--- config.mk ---
export PLATFORM = sky130hd
export DESIGN_NAME = uart_tx
export DESIGN_NICKNAME = d
export VERILOG_FILES = /design/src/rtl/uart_tx.sv
export SDC_FILE = /design/constraint.sdc
export NUM_CORES = 1
export LEC_CHECK = 0
export CORE_MARGIN = 5
export CORE_UTILIZATION = 45
export CTS_BUF_LIST = sky130_fd_sc_hd__clkbuf_8
export DETAILED_ROUTE_END_ITERATION = 6
export PLACE_DENSITY_LB_ADDON = 0.1
export SLEW_MARGIN = 5
export SYNTH_ARGS = -nofsm -noshare
export SYNTH_HDL_FRONTEND = slang
export SYNTH_SLANG_ARGS = --single-unit
--- constraint.sdc ---
create_clock -name clk -period 2.5 [get_ports clk]
set_clock_uncertainty 0.2 [all_clocks]
set_input_delay 0.5 -clock clk [delete_from_list [all_inputs] [get_ports clk]]
set_output_delay 0.5 -clock clk [all_outputs]
set_load 0.03 [all_outputs]
--- src/rtl/uart_tx.sv ---
// uart_tx - 8N1 serial transmitter with a one-byte holding register.
//
// Sends 1 start bit (0), 8 data bits LSB first and 1 stop bit (1), each bit
// lasting BAUD_DIV clk cycles. A byte accepted while a frame is on the line
// waits in a holding register and follows the current stop bit with no gap.
//
// Ports:
//   clk      in   system clock, rising edge
//   rst      in   synchronous active-high reset
//   trmt     in   transmit request (pulse or level)
//   tx_data  in   byte to send, sampled when trmt is accepted
//   TX       out  serial line, idle high, driven straight from a flop
//   tx_rdy   out  holding register empty, a new trmt will be accepted
//   tx_done  out  sticky, set when the last queued frame finishes
module uart_tx #(
  parameter int BAUD_DIV = 5208
) (
  input  logic       clk,
  input  logic       rst,
  input  logic       trmt,
  input  logic [7:0] tx_data,
  output logic       TX,
  output logic       tx_rdy,
  output logic       tx_done
);

  typedef enum logic {IDLE = 1'b0, XMIT = 1'b1} state_t;

  localparam logic [12:0] BAUD_LAST = 13'(BAUD_DIV - 1);

  state_t      state_q, state_d;
  logic [9:0]  shift_q, shift_d;
  logic [12:0] baud_cnt_q, baud_cnt_d;
  logic [3:0]  bit_cnt_q, bit_cnt_d;
  logic [7:0]  hold_data_q, hold_data_d;
  logic        hold_full_q, hold_full_d;
  logic        tx_done_q, tx_done_d;
  logic        accept_s;
  logic        frame_end_s;

  // Next-state, datapath and acceptance logic.
  always_comb begin
    state_d     = state_q;
    shift_d     = shift_q;
    baud_cnt_d  = baud_cnt_q;
    bit_cnt_d   = bit_cnt_q;
    hold_data_d = hold_data_q;
    hold_full_d = hold_full_q;
    tx_done_d   = tx_done_q;

    accept_s = trmt & ~hold_full_q;
    // The tenth shift is the end of the stop bit; the frame boundary is
    // handled on that same edge so back-to-back frames have no idle gap.
    frame_end_s = (state_q == XMIT) && (baud_cnt_q == BAUD_LAST) && (bit_cnt_q == 4'd9);

    case (state_q)
      IDLE: begin
        if (accept_s) begin
          shift_d    = {1'b1, tx_data, 1'b0};
          baud_cnt_d = 13'd0;
          bit_cnt_d  = 4'd0;
          tx_done_d  = 1'b0;
          state_d    = XMIT;
        end else if (hold_full_q) begin
          shift_d     = {1'b1, hold_data_q, 1'b0};
          hold_full_d = 1'b0;
          baud_cnt_d  = 13'd0;
          bit_cnt_d   = 4'd0;
          state_d     = XMIT;
        end else begin
          shift_d = shift_q;
        end
      end
      XMIT: begin
        if (baud_cnt_q == BAUD_LAST) begin
          baud_cnt_d = 13'd0;
          if (frame_end_s) begin
            bit_cnt_d = 4'd0;
            if (hold_full_q) begin
              shift_d     = {1'b1, hold_data_q, 1'b0};
              hold_full_d = 1'b0;
            end else if (accept_s) begin
              // Request on the closing edge goes straight into the shifter.
              shift_d   = {1'b1, tx_data, 1'b0};
              tx_done_d = 1'b0;
            end else begin
              shift_d   = 10'h3FF;
              tx_done_d = 1'b1;
              state_d   = IDLE;
            end
          end else begin
            shift_d   = {1'b1, shift_q[9:1]};
            bit_cnt_d = bit_cnt_q + 4'd1;
          end
        end else begin
          baud_cnt_d = baud_cnt_q + 13'd1;
        end
        // Mid-frame request is parked in the holding register.
        if (accept_s && !frame_end_s) begin
          hold_data_d = tx_data;
          hold_full_d = 1'b1;
          tx_done_d   = 1'b0;
        end else begin
          hold_data_d = hold_data_d;
        end
      end
      default: begin
        state_d     = IDLE;
        shift_d     = 10'h3FF;
        baud_cnt_d  = 13'd0;
        bit_cnt_d   = 4'd0;
        hold_full_d = 1'b0;
        tx_done_d   = 1'b0;
      end
    endcase
  end

  // State and datapath registers with synchronous reset.
  always_ff @(posedge clk) begin
    if (rst) begin
      state_q     <= IDLE;
      shift_q     <= 10'h3FF;
      baud_cnt_q  <= 13'd0;
      bit_cnt_q   <= 4'd0;
      hold_data_q <= 8'd0;
      hold_full_q <= 1'b0;
      tx_done_q   <= 1'b0;
    end else begin
      state_q     <= state_d;
      shift_q     <= shift_d;
      baud_cnt_q  <= baud_cnt_d;
      bit_cnt_q   <= bit_cnt_d;
      hold_data_q <= hold_data_d;
      hold_full_q <= hold_full_d;
      tx_done_q   <= tx_done_d;
    end
  end

  assign TX      = shift_q[0];
  assign tx_rdy  = ~hold_full_q;
  assign tx_done = tx_done_q;

endmodule

# Word-level counts from Yosys, hierarchy flattened
# Cells that the tools add are included.
# word_totals
out_inout_bits,3
wordCells,64
register_bits,38
# op_classes
bitwise_logic,3
eq_ne,9
mux,35
n_addsub,2
reduce_logical,8
# ops
operator,count
10-bit 2-to-1 mux,4
13-bit 2-to-1 mux,3
13-bit case mux with 2 select lines,1
10-bit case mux with 2 select lines,1
9-bit 2-to-1 mux,2
1-bit 2-to-1 mux,16
4-bit 2-to-1 mux,4
13-bit by 1-bit adder with 13-bit output (second input constant),1
13-bit == test (second input constant),1
4-bit case mux with 2 select lines,1
3-bit by 1-bit != test with 1-bit output (second input constant),2
1-bit case mux with 2 select lines,3
4-bit by 1-bit adder with 4-bit output (second input constant),1
4-bit == test (second input constant),1
2-bit != test (second input constant),2
2-bit AND reduction,2
4-bit AND reduction,1
1-bit logical AND,3
3-bit by 2-bit != test with 1-bit output (second input constant),1
3-bit != test (second input constant),1
3-bit AND reduction,1
2-bit by 1-bit != test with 1-bit output (second input constant),1
1-bit NOT,2
1-bit AND,1
1-bit zero test,1

# Depth between registers and ports, before layout
# logic_depth
word_depth,8
mapped_depth,9
depth_no_buf,6

# Least setup slack after synthesis
# Ideal clock, no wire load.
# synth_path
path_kind,reg2reg
from,register baud_cnt_q[0]
to,register bit_cnt_q[2]
synth_period_minus_slack_ps,1953
required_time_ps,2178
setup_ps,122
arrival_ps,1631
n_path_buf,1
stages_incl_launch_ff,7
path_slack_ps,547
path_cell_list,dfxtp_1 ha_1 and4b_1 a31oi_4 or2_0 buf_6 a311o_1
# synth_via
elab_chain_len,6
# synth_rtl
element,line_no,text
from (decl),33,"logic [12:0] baud_cnt_q, baud_cnt_d;"
from (signal assigned),131,baud_cnt_q <= baud_cnt_d;
13-bit == test (*),"54, 75",
1-bit logical AND (2 in a row),54,frame_end_s = (state_q == XMIT) && (baud_cnt_q == BAUD_LAST) && (bit_cnt_q == 4'd9);
4-bit 2-to-1 mux,77,if (frame_end_s) begin
4-bit 2-to-1 mux,75,if (baud_cnt_q == BAUD_LAST) begin
4-bit case mux with 2 select lines,56,case (state_q)
to (signal assigned),132,bit_cnt_q <= bit_cnt_d;
to (decl),34,"logic [3:0] bit_cnt_q, bit_cnt_d;"
# Every way passes the cells marked *; elsewhere a longest branch is shown, timed or not. The select of a mux whose other input is x is not followed.
# A chain may end at the register's enable or synchronous reset.

# Worst setup path in the final report
# layout_path
from,register baud_cnt_q[0]
to,register shift_q[8]
# layout_via
elab_chain_len,6
# layout_rtl
element,line_no,text
13-bit == test (*),"54, 75",
1-bit logical AND (2 in a row),54,
10-bit 2-to-1 mux,77,
10-bit 2-to-1 mux,75,
10-bit case mux with 2 select lines,56,
to (signal assigned),130,shift_q <= shift_d;
to (decl),32,"logic [9:0] shift_q, shift_d;"
# Marked as above.

==> key figures <==
STA
  • Final hold vios: 0
  • Highest Clock Rate: 451 MHz
  • Slew @ Worst Pin: about 0.38 ns
  • Final worst setup slack: 0.285 ns
  • Crit path time final: around 2.2 ns
  • Relative slew slack: 0.748
  • RSZ-0062 raised after global routing: false
  • Setup violators final: 0
  • Period utilization: 0.886
  • TNS Setup: 0 ns
  • Max-slew violations: 0

Power and ir drop
  • Peak supply drop: roughly 0.38 mV
  • Power consumption: 1.37 mW
  • Power Density: 543 mW/mm^2
  • Lkg Pwr: 0.973 nW

Floorplanning
  • Starting Density: 0.460
  • Die ar.: about 0.0062 sq mm
  • Core Footprint: 0.00466 sq mm
  • Ports: 14
  • Site Rows: 25
  • Chip height: 79.1 microns
  • Die span in x: 79.1 microns

Global route
  • Initial antenna violation count: 0
  • GRT Util Overall: 0.179
  • First-pass GRT wire length: about 8900 microns
  • Vias in the first global route: 1819
  • Largest net degree at the start of global routing: 24
  • Overflow after GRT: 0

Setup path
  • Critical Path, Cell by Cell: ha_1 > and4b_1 > nand4_1 > buf_4 > a211oi_1 > a32oi_1
  • Worst path buffer plus inverter count: 1
  • Element type at the critical path end: register
  • Worst-path fanout max: 6
  • Critical Path AT: 2.18 ns
  • Top delay family on crit path: simple AND/OR/NAND/NOR gates
  • Critical path's slowest cell: dfxtp_1
  • Required time worst endpoint: 2.46 ns
  • CP Launch Type: register
  • Worst Path Class, Setup: register to register
  • Slowest cell delay on critical path: 0.38 ns

Clock tree
  • CTS tree: done
  • Clock tree buffer depth: 2
  • Root Buffer: clkbuf_8
  • Hold-fix buffers at CTS: 0
  • Post-CTS Resized: 0
  • Clk sinks: 37
  • Postcts setup bufs: 0
  • H-tree Lvls: 2
  • Total CTS buffers: 5
  • Worst skew pair latency: just under 0.3 ns
  • CTS clk-pin slew, worst paths: 0.08 ns

Routing
  • Final wirelength: between 5000 and 6000 microns
  • # DRC: 0
  • Router iterations before antenna repair: 4
  • Wirelength per Cell: about 16 microns
  • Initial DRC count: ~130
  • Via count: 1930
  • Vias/cell: 5.83
  • Routed Antenna Nets: 0

Synthesis
  • Leading area contributor after synthesis: dfxtp_1
  • Primary FF master, synth: dfxtp_1
  • Top-count cell post-synth: dfxtp_1
  • Mapped Nets: 275
  • Fraction of registers with async set or reset after synthesis: 0
  • Post-synth EDFFs: 0
  • Register area share after synthesis: 0.345
  • Post-Syn Instances: 261
  • Cell variety after synth: 45
  • Avg Cell Area, Syn: 8.22 sq um
  • Largest cells by area after synthesis: dfxtp_1, mux2i_1, nand2_1
  • Yosys Warn Count: 0
  • Seq cells post-synth: 37
  • Most instantiated cells after synthesis: dfxtp_1, nand2_1, clkbuf_1, o21ai_0, mux2i_1
  • Synth top area share: 0.345
  • Mapped Area: 0.00215 sq mm

Cells and area
  • Nets: 290
  • Number of fill cells: roughly 430
  • Multi-input logic area: 0.00129 sq mm
  • Final core utilization: 0.541
  • Synthesis-to-layout area growth: 17.5%
  • Ant. Diodes: 0
  • Sequential Area: 741 sq um
  • Share of layout cells above drive strength 1: 0.116

Placed design
  • GPL Wtd Cong: about 0.77
  • Port bufs: 13
  • Dpl ws: 0.123 ns
  • DP HPWL: 3670 microns

Job
  • Max Cap Viol: 0

Min path
  • Hold WC Path Type: register to register

Outcome
  • Status: complete, no violations
## metal layers
metal / vias to the layer above / global-route usage / share of wire
li1: 985 / - / -
met1: 909 / 0.256 / 0.51
met2: 30 / 0.276 / 0.45
met3: 6 / 0.0306 / 0.032
met4: 0 / 0.0481 / 0.0098
met5: - / 0 / 0
## sequential cells by signal, indices dropped and copies added, names as in the netlist
register,flops
state_q,1
hold_data_q,8
baud_cnt_q,13
shift_q,9
bit_cnt_q,4
hold_full_q,1
tx_done,1
## power by group
part	switching, mW	leakage (nW)	internal, mW
combinational	0.112	0.609	0.0949
clock	0.211	0.0626	0.321
sequential	0.0164	0.302	0.614
## layout by cell type, fill, tap and decap left out, types with 2 or more instances in the layout
master / netlist / final
dfxtp_1: 37 / 37
nor2b_1: 11 / 11
and3_1: 6 / 6
a31oi_1: 2 / 2
o21ai_0: 19 / 19
ha_1: 3 / 3
nor3_1: 8 / 7
mux2i_1: 17 / 17
a211oi_1: 2 / 2
clkdlybuf4s50_1: 0 / 13
buf_4: 0 / 16
nand3b_1: 2 / 2
clkbuf_8: 0 / 6
a311oi_1: 2 / 2
or3_1: 3 / 3
nand3_1: 11 / 11
nand2b_1: 8 / 8
nand2_1: 28 / 28
nor3b_1: 7 / 7
nand4_1: 6 / 6
a32oi_1: 3 / 3
o311ai_1: 7 / 7
a221o_1: 2 / 2
o21a_1: 8 / 8
inv_1: 4 / 5
a21oi_1: 6 / 6
buf_12: 0 / 2
or4b_2: 2 / 2
nor2_1: 16 / 16
and4_1: 2 / 2
## through the flow
stage / cell area, sq um / hold WS (ns) / instances
3_3_place_gp: 2400 / 0.241 / 323
2_1_floorplan: 2150 / 0.235 / 261
5_1_grt: 2520 / 0.309 / 331
4_1_cts: 2520 / 0.266 / 331
6_report: 2520 / 0.264 / 331
3_5_place_dp: 2400 / 0.246 / 323
## cell families (layout without fill, tap and decap cells)
logic type      after synthesis  after routing  share of synthesized area
compound gates               59             59                      0.195
mux                          17             17                     0.0793
simple gates                118            118                      0.308
flops                        37             37                      0.345
buf+inv                      27             43                     0.0554
fa+ha+maj                     3              3                     0.0175
## worst register-to-register path: stages (launching register included)
cell and delay, ns:
dfxtp_1 0.38, ha_1 0.22, and4b_1 0.31, nand4_1 0.35, buf_4 0.28, a211oi_1 0.23
a32oi_1 0.13
## cell type report
type                    instances  area share
multi-input cells             197       0.512
flip-flops and latches         37       0.294
clock buffers                   6      0.0328
clock inverters                 2      0.0134
inverters                       4     0.00596
well taps                      54      0.0268
repair buffers                 31       0.115
## path summary, 6_finish.rpt
check	start	to	slack, ns	depth (start not counted)
worst max-delay path	baud_cnt_q[0]	shift_q[8]	0.28	6
worst min-delay path	shift_q[0]	shift_q[0]	0.26	1
worst max register to register	baud_cnt_q[0]	shift_q[8]	0.28	6
worst min register to register	shift_q[0]	shift_q[0]	0.26	1
(Power assumes the default switching activity.)
